===== config.mk =====
export PLATFORM = sky130hd
export DESIGN_NAME = valid_line_decoder
export DESIGN_NICKNAME = d
export VERILOG_FILES = /design/src/rtl/valid_line_decoder.sv
export SDC_FILE = /design/constraint.sdc
export NUM_CORES = 1
export LEC_CHECK = 0
export CELL_PAD_IN_SITES_DETAIL_PLACEMENT = 1
export CELL_PAD_IN_SITES_GLOBAL_PLACEMENT = 1
export CORE_MARGIN = 3
export CORE_UTILIZATION = 42
export CTS_BUF_LIST = sky130_fd_sc_hd__clkbuf_8 sky130_fd_sc_hd__clkbuf_16
export CTS_CLUSTER_SIZE = 16
export DETAILED_ROUTE_END_ITERATION = 8
export PLACE_DENSITY = 0.82
export SLEW_MARGIN = 20
export SYNTH_ARGS = -nofsm -noshare
export SYNTH_HDL_FRONTEND = slang
export SYNTH_SLANG_ARGS = --single-unit

===== constraint.sdc =====
create_clock -name clk -period 6.6 [get_ports clk]
set_clock_uncertainty 0.1 [all_clocks]
set_input_delay 1.98 -clock clk [delete_from_list [all_inputs] [get_ports clk]]
set_output_delay 1.98 -clock clk [all_outputs]
set_load 0.02 [all_outputs]

===== src/rtl/valid_line_decoder.sv =====
// Cache line-select decoder with one valid bit per line, a running count of
// valid lines, and a flush engine that invalidates one line per cycle.
//
// state | meaning
// IDLE  | normal decode/lookup/set/clear; flush_req starts a flush
// FLUSH | clears valid[ptr] each cycle; accesses are blocked
module valid_line_decoder #(
  parameter int INDEX_W = 7
) (
  input  logic                    clk,
  input  logic                    rst,
  input  logic [INDEX_W-1:0]      index,
  input  logic                    en,
  input  logic                    set_valid,
  input  logic                    clr_valid,
  input  logic                    flush_req,
  output logic [(2**INDEX_W)-1:0] sel,
  output logic                    valid_out,
  output logic                    busy,
  output logic                    flush_done,
  output logic [INDEX_W:0]        valid_count
);

  localparam int LINES = 2**INDEX_W;
  localparam int CNT_W = INDEX_W + 1;

  typedef enum logic {IDLE = 1'b0, FLUSH = 1'b1} state_t;

  state_t             state_q, state_d;
  logic [LINES-1:0]   valid_q;
  logic [INDEX_W-1:0] ptr_q;
  logic [CNT_W-1:0]   cnt_q;
  logic               done_q;
  logic               access, ptr_last, line_hit, flush_hit, inc, dec;

  assign access    = en & (state_q == IDLE);
  assign ptr_last  = (ptr_q == INDEX_W'(LINES - 1));
  assign line_hit  = valid_q[index];
  assign flush_hit = valid_q[ptr_q];

  // inc and dec are mutually exclusive: access needs IDLE, flush clearing needs FLUSH
  assign inc = access & set_valid & ~clr_valid & ~line_hit;
  assign dec = (access & clr_valid & line_hit) | ((state_q == FLUSH) & flush_hit);

  always_ff @(posedge clk or posedge rst) begin
    if (rst) state_q <= IDLE;
    else     state_q <= state_d;
  end

  always_comb begin
    state_d = state_q;
    case (state_q)
      IDLE:    if (flush_req) state_d = FLUSH;
      FLUSH:   if (ptr_last)  state_d = IDLE;
      default: state_d = IDLE;
    endcase
  end

  always_comb begin
    busy      = (state_q == FLUSH);
    sel       = '0;
    if (access) sel[index] = 1'b1;
    valid_out = access & line_hit;
  end

  always_ff @(posedge clk or posedge rst) begin
    if (rst) begin
      valid_q <= '0;
      ptr_q   <= '0;
      cnt_q   <= '0;
      done_q  <= 1'b0;
    end else begin
      done_q <= (state_q == FLUSH) & ptr_last;
      if (state_q == FLUSH) begin
        valid_q[ptr_q] <= 1'b0;
        ptr_q          <= ptr_last ? '0 : ptr_q + INDEX_W'(1);
      end else begin
        ptr_q <= '0;
        if (access & clr_valid)      valid_q[index] <= 1'b0;
        else if (access & set_valid) valid_q[index] <= 1'b1;
      end
      if (inc)      cnt_q <= cnt_q + CNT_W'(1);
      else if (dec) cnt_q <= cnt_q - CNT_W'(1);
    end
  end

  assign valid_count = cnt_q;
  assign flush_done  = done_q;

endmodule


==> results of run 1 <==
-- worst reg2reg max path: cells and delay by family (launching register included) --
family	cells	cell delay (ns)
XOR/XNOR	2	0.26
AO/OA/AOI/OAI	8	1.74
adder cells (fa/ha/maj)	1	0.33
multiplexers	1	0.51
buffers and inverters	2	0.42
AND/OR/NAND/NOR	3	0.26
flip-flops	1	0.48
-- stage by stage --
stage / hold WS, ns / total power, µW / setup slack (ns) / utilization / cells
after floorplan: 0.3744 / 1017 / 0.6254 / - / 1077
after global placement: 0.3601 / 1098 / -0.4124 / 0.5276 / 1531
after detailed placement: 0.3657 / 1105 / -0.4970 / 0.5276 / 1531
after CTS: 0.3751 / 2113 / 0.005175 / 0.5542 / 1563
after global routing: 0.4187 / 2178 / 0.01861 / 0.5581 / 1564
final: 0.3681 / 2122 / 0.06979 / 0.5581 / 1564
-- layout make-up --
type	count	area, µm²	share of cell area
multi-input combinational	822	5852	0.4575
timing repair buffer	241	2271	0.1776
sequential	145	3630	0.2838
clock inverter	14	160.2	0.01252
inverter	11	46.29	0.003620
clock buffer	18	439.2	0.03434
tap	313	391.6	0.03062
-- power by group through the flow --
stage | logic (µW) | registers (µW) | clock network [µW]
2_1_floorplan | 98.5 | 918 | 0
3_3_place_gp | 184 | 914 | 0
3_5_place_dp | 191 | 914 | 0
4_1_cts | 194 | 897 | 1020
5_1_grt | 211 | 897 | 1070
6_report | 199 | 897 | 1030
-- what timing repair did --
action                     4_1_cts  5_1_grt
pin swaps                        1        1
gates resized for setup         10       22
setup endpoints to repair        9       15
-- cell usage in the layout, fill, tap and decap left out, types with 11 or more instances in the layout --
| master | Yosys | final |
|---|---|---|
| clkdlybuf4s50_1 | 0 | 137 |
| mux2i_1 | 32 | 32 |
| dfrtp_1 | 145 | 144 |
| nand2_1 | 109 | 107 |
| nor2_1 | 162 | 161 |
| a22oi_1 | 24 | 24 |
| o21ai_0 | 136 | 135 |
| a21oi_1 | 17 | 17 |
| o221ai_1 | 100 | 93 |
| a32oi_1 | 11 | 11 |
| mux4_2 | 53 | 53 |
| buf_4 | 1 | 86 |
| nand3_1 | 20 | 20 |
| nor3_1 | 32 | 30 |
| clkbuf_16 | 0 | 17 |
-- worst min-delay path by stage --
stage / to / cells after the start
after floorplan: register / 1
after global placement: valid_count[7] / 1
after detailed placement: valid_count[7] / 1
after CTS: valid_count[7] / 1
after global routing: valid_count[7] / 1
final: valid_count[7] / 1
-- metal layers --
metal,GRT usage,share of wire,wire length [µm]
met1,0.4709,0.38,17450
met3,0.1126,0.12,5486
met5,0.01894,0.0016,72
met4,0.1616,0.051,2373
met2,0.5582,0.45,20950
-- kinds of logic after synthesis --
| logic type | count (synthesis) |
|---|---|
| AND/OR/NAND/NOR | 370 |
| AO/OA/AOI/OAI | 343 |
| flip-flops | 145 |
| buffers and inverters | 110 |
| multiplexers | 89 |
| XOR/XNOR | 11 |
| adder cells (fa/ha/maj) | 9 |
==> impl_results.md, run 1 <==
* Status: finished clean
* Tmin final at between 6 and 7 ns
* CP startpoint kind: input pin
* Internal at 1517 µW
* DRC errors left at 0
* Clock Tree Buf Depth at 2
* Clock H-tree levels at 4
* WP buf/inv at 4
* Worst path slowest cell: clkdlybuf4s50_1
* Largest net degree at the start of global routing at 84
* PortBufs at around 150
* Syn nets at 1099
* Dpl hpwl at 32660 µm
* CTS tree: built
* Crit path launch: index[6]
* Fill cell count at 2615
* Clock power frac at 0.483
* Part of the power in registers at 0.423
* Hold Path Class: reg2reg
* Reg clk slew, reported paths at 0.07 ns
* Crit-path max cell delay at 0.65 ns
* Die span in x at ~160 µm
* Setup TNS at 0 ns
* Worst setup EP type: output pin
* Avg Inst Size Synth at 9.182 µm²
* Unique masters post-synth at 56
* Crit path depth at 7
* Die area at approximately 25000 µm²
* Max-Cap Viols at 0
* Lkg Pwr at 0.004839 µW
* RSZ-0062 raised after global routing: no
* Worst skew pair latency at 0.44 ns
* DRT Wirelength at about 46000 µm
* Cell chain of the critical path: clkdlybuf4s50_1 > buf_4 > nor2b_1 > nand3_1 > buf_4 > nor3_1 > clkdlybuf4s50_1
* CP top delay family: buffers and inverters
* Seq/Total Area, Yosys at 0.3669
* Io pins at ~150
* Reg2reg path depth at 17
* Placed Area at 12090 µm²
* Fin nets at 1260
* Initial antenna violation count at 0
* Initial DRC count at 1402
* Xor/xnor share of the synthesized area at 0.009742
* Cell area after synthesis at 9889 µm²
* Commonest cells post-synth: nor2_1 (162), dfrtp_1 (145), o21ai_0 (136), nand2_1 (109), o221ai_1 (100)
* Initial Util at 0.4316
* Asr flop ratio synth at 1.000
* Switching Fraction at 0.2851
* Post-Synth Adder-Cell Area at 0.01215
* Top-area cell type share of the netlist area at 0.3669
* Crit path max fanout at 8
* Drt wl/cell at roughly 30 µm
* Combinational fraction of design power at 0.094
* Post-CTS Setup Repair Bufs at 0
* Final setup violation count at 0
* Count leader, synth: nor2_1
* Kind of critical path: in2out
* Core area at 22920 µm²
* Final hold violations at 0
* Vias at 10851
* CTS Hold Buffers Added at 0
* Synth Register Bits at roughly 150
* Slew headroom at 0.2334
* Yosys top cell by area: dfrtp_1
* Area contributors post-synth: dfrtp_1 (37%), mux4_2 (12%), o221ai_1 (8.9%), o21ai_0 (6.9%), nor2_1 (6.1%)
* FMAX at 153.1 MHz
* Simple-gate share of the synthesized area at 0.1595
* Gpl congestion at 0.9494
* Global-route wire length before repair at 70970 µm
* Fin area at roughly 13000 µm²
* Num CTS Buffers at 17
* Largest family of logic cells by synthesized area: compound AO/OA/AOI/OAI gates
* DR vias/cell at 6.938
* Area added between synthesis and finish at 29.33%
* Critical Path AT at ~4.5 ns
* Max IR drop VDD at 0.1694 mV
* Pins Over Slew Limit at 0
* PD cells at between 150 and 200 nW/µm²
* Slew @ Worst Pin at 1.146 ns
* Reg-to-reg slack, setup at 2.39 ns
* Total track usage at 0.3626
* Ant diodes at 0
* Critical Path RT at approximately 4.5 ns
* RR Endpoint: valid_count[7]
* Final Cycle Share at 0.9894
* Drt first pass iters at 5
* Multiplexer share of the synthesized area at 0.1622
* Die Ht at 159.5 µm
* Ys flop type: dfrtp_1
* Layout cells sized above 1 at 0.1591
* Synth Area in Compound Gates at 0.2392
* CTS sink count at 145
* Remaining Overflow, GRT at 0
* Critical Path End: sel[59]
* Row count at 55
* Remaining antenna violation count at 0
* Synth warn at 0
* Vias in the first global route at 11420
* Psw at 605.0 µW
* Post-synth EDFFs at 0
* HP Start: valid_count[7]
* Root Buffer: clkbuf_16
* Mapped Cells at 1077
Note: power is estimated with default switching activity, not from simulation.
==> run 2: changes to the inputs <==
--- a/config.mk
+++ b/config.mk
@@ -8,11 +8,11 @@
 export CELL_PAD_IN_SITES_DETAIL_PLACEMENT = 1
 export CELL_PAD_IN_SITES_GLOBAL_PLACEMENT = 1
 export CORE_MARGIN = 3
-export CORE_UTILIZATION = 42
+export CORE_UTILIZATION = 38
 export CTS_BUF_LIST = sky130_fd_sc_hd__clkbuf_8 sky130_fd_sc_hd__clkbuf_16
 export CTS_CLUSTER_SIZE = 16
 export DETAILED_ROUTE_END_ITERATION = 8
-export PLACE_DENSITY = 0.82
+export PLACE_DENSITY = 0.79
 export SLEW_MARGIN = 20
 export SYNTH_ARGS = -nofsm -noshare
 export SYNTH_HDL_FRONTEND = slang
==> constraint.sdc (replaced) <==
create_clock -name clk -period 5.9 [get_ports clk]
set_clock_uncertainty 0.1 [all_clocks]
set_input_delay 1.77 -clock clk [delete_from_list [all_inputs] [get_ports clk]]
set_output_delay 1.77 -clock clk [all_outputs]
set_load 0.02 [all_outputs]
==> run 2 against run 1 <==
Against the previous run:
- combinational power is 16% higher
- design area is 3.8% higher
- sequential share of layout area is 1.0 points lower
- largest power group unchanged
- setup slack worse by 0.044 ns
- sequential power is 11% higher
- via count is 3.2% higher
- die area is 10% higher
- highest routed layer is now met4
- hold slack better by 0.0059 ns
- first-iteration DRC count is 0.21% higher
==> impl_results.md, run 2 (synthesis gave the netlist of run 1 again) <==
* Drt wl/cell at 29.49 µm (-0.45%)
* CP startpoint kind: input pin
* Core area at 25400 µm² (+11%)
* Num CTS Buffers at 17 (unchanged)
* Vias at 11194 (+3.2%)
* Lkg Pwr at 0.005476 µW (+13%)
* FMAX at 170.2 MHz
* Worst setup EP type: output pin
* Most Crowded Layer GR: met2
* Final Cycle Share at 0.9956
* Total track usage at 0.3369 (-0.02571)
* Reg clk slew, reported paths at 0.07 ns (about the same)
* Kind of critical path: in2out
* DRT Wirelength at 47840 µm (+3.2%)
* Initial antenna violation count at 1 (+1)
* Worst skew pair latency at 0.45 ns (about the same)
* Status: finished clean
* Met3 usage at 0.07460 (-0.03804)
* Slew @ Worst Pin at 1.137 ns (-0.008272 ns)
* Pins Over Slew Limit at 0 (unchanged)
* Die area at 28000 µm² (+10%)
* CP top delay family: buffers and inverters
* Met1 GRT Util at 0.4517 (-0.01917)
* Tmin final at between 5 and 6 ns
* DRC errors left at 0 (unchanged)
* Critical Path AT at 4.00 ns (-0.45 ns)
* CTS tree: built
* Register area at 3630 µm² (unchanged)
* Vias in the first global route at 11687 (+2.3%)
* Most common cell after layout, fill and taps aside: nor2_1
* DR vias/cell at 6.901 (-0.53%)
* CTS sink count at 145 (unchanged)
* CTS Hold Buffers Added at 0 (unchanged)
* Ant diodes at 0 (unchanged)
* Reg-to-reg slack, setup at 1.80 ns (-0.59 ns)
* Gpl congestion at 0.9598 (+1.1%)
* Remaining Overflow, GRT at 0 (unchanged)
* Multi-input logic area at 5967 µm² (+2.0%)
* Worst path slowest cell: clkdlybuf4s50_1
* Root Buffer: clkbuf_16
* Max IR drop VDD at 0.1453 mV (-14%)
* RR Endpoint: valid_count[7]
* Row count at 58 (+5.5%)
* Drt first pass iters at 6 (+1)
* Most frequent cells in the layout: nor2_1 (159), dfrtp_1 (144), o21ai_0 (135)
* Initial DRC count at 1405 (+0.21%)
* Critical Path RT at 4.03 ns (-0.49 ns)
* Die Ht at 167.3 µm (+4.9%)
* RSZ-0062 raised after global routing: yes
* Hold Path Class: reg2reg
* Largest net degree at the start of global routing at 93 (+11%)
* PD cells at 176.3 nW/µm² (+6.2%)
* Crit path max fanout at 20 (+12)
* Io pins at 152 (unchanged)
* Hold Path Depth at 1 (unchanged)
* Global-route wire length before repair at 73120 µm (+3.0%)
* Worst hold endpoint: valid_count[7]
* Dpl hpwl at 33320 µm (+2.0%)
* Layout cells sized above 1 at 0.1981 (+0.03907)
* Max-Cap Viols at 0 (unchanged)
* Fill cell count at 2898 (+11%)
* GR Util met2 at 0.5234 (-0.03473)
* Final setup violation count at 0 (unchanged)
* Placement Setup Slack at -0.7195 ns (-0.2225 ns)
* Clock Tree Buf Depth at 2 (unchanged)
* Remaining antenna violation count at 0 (unchanged)
* Cell chain of the critical path: clkdlybuf4s50_1 > buf_8 > o221ai_4 > o22ai_1 > nor3_2 > a2111oi_2 > or4_4 > nor2_2 > buf_4
* PortBufs at 151 (unchanged)
* Final hold violations at 0 (unchanged)
* Post-route worst setup slack at 0.02607 ns (-0.04373 ns)
* Initial Util at 0.3894 (-0.04220)
* Slew headroom at 0.2388 (+0.005464)
* Fin nets at 1301 (+3.3%)
* Design Power at 2340 µW (+10%)
* Post-CTS Setup Repair Bufs at 0 (unchanged)
* Reg2reg path depth at 18 (+1)
* HP Start: valid_count[7]
* Die span in x at 167.3 µm (+4.9%)
* Crit-path max cell delay at 0.61 ns (-0.04 ns)
* Clock H-tree levels at 4 (unchanged)
* WP buf/inv at 3 (-1)
* Area added between synthesis and finish at 34.26%
run 2: cell types whose count changed in the layout (fill, tap and decap cells not counted), moves of 3 or more:
cell             change
clkdlybuf4s50_1     -41
buf_4               +35
dlygate4sd2_1       +23
dlymetal6s2s_1      +18
o221ai_1             -7
inv_8                -5
o221ai_4             +4
buf_12               +3
nand2_1              -3
nand2_2              +3
o221ai_2             +3
run 2: per-layer routing:
metal,vias to the layer above,wire length (µm)
li1,4527,-
met1,5562,18140
met2,903,21400
met3,202,5584
met4,0,2714
met5,-,0
run 2: where the power goes:
group | total (µW) | internal (µW) | switching [µW]
registers | 1000 | 998 | 4.78
logic | 231 | 86.2 | 145
clock network | 1110 | 593 | 513
run 2: what timing repair did:
| item | 4_1_cts | 5_1_grt |
|---|---|---|
| gates cloned | 0 | 0 |
| endpoints found under the setup margin | 46 | 73 |
| resized for setup | 56 | 41 |
| pin swaps | 5 | 3 |
| hold endpoints to repair | 0 | 0 |
run 2: worst max-delay path by stage:
stage / start / end / slack [ns] / cells past startpoint
global placement: index[2] / valid_out / -0.66 / 10
detailed placement: index[2] / valid_out / -0.72 / 10
global route: index[4] / valid_out / -0.09 / 9
finish: index[4] / valid_out / 0.03 / 9
CTS: index[1] / valid_out / -0.12 / 10
floorplan: rst / async pin / 0.14 / 1
run 2: per-stage QoR:
stage	instances	utilization	hold WS, ns	instance area, µm²	setup TNS (ns)
after floorplan	1077	-	0.3744	9889	0
after global placement	1589	0.4904	0.3611	12460	-1.581
after detailed placement	1590	0.4910	0.3680	12470	-1.915
after CTS	1622	0.5173	0.3789	13140	-0.1175
after global routing	1622	0.5228	0.4054	13280	-0.1587
final	1622	0.5228	0.3740	13280	0
run 2: layout make-up:
type | count | area share
clock buffers | 17 | 0.03204
inverters | 11 | 0.003487
well taps | 330 | 0.03110
repair buffers | 282 | 0.1997
flip-flops and latches | 145 | 0.2734
clock inverters | 15 | 0.01093
multi-input cells | 822 | 0.4494
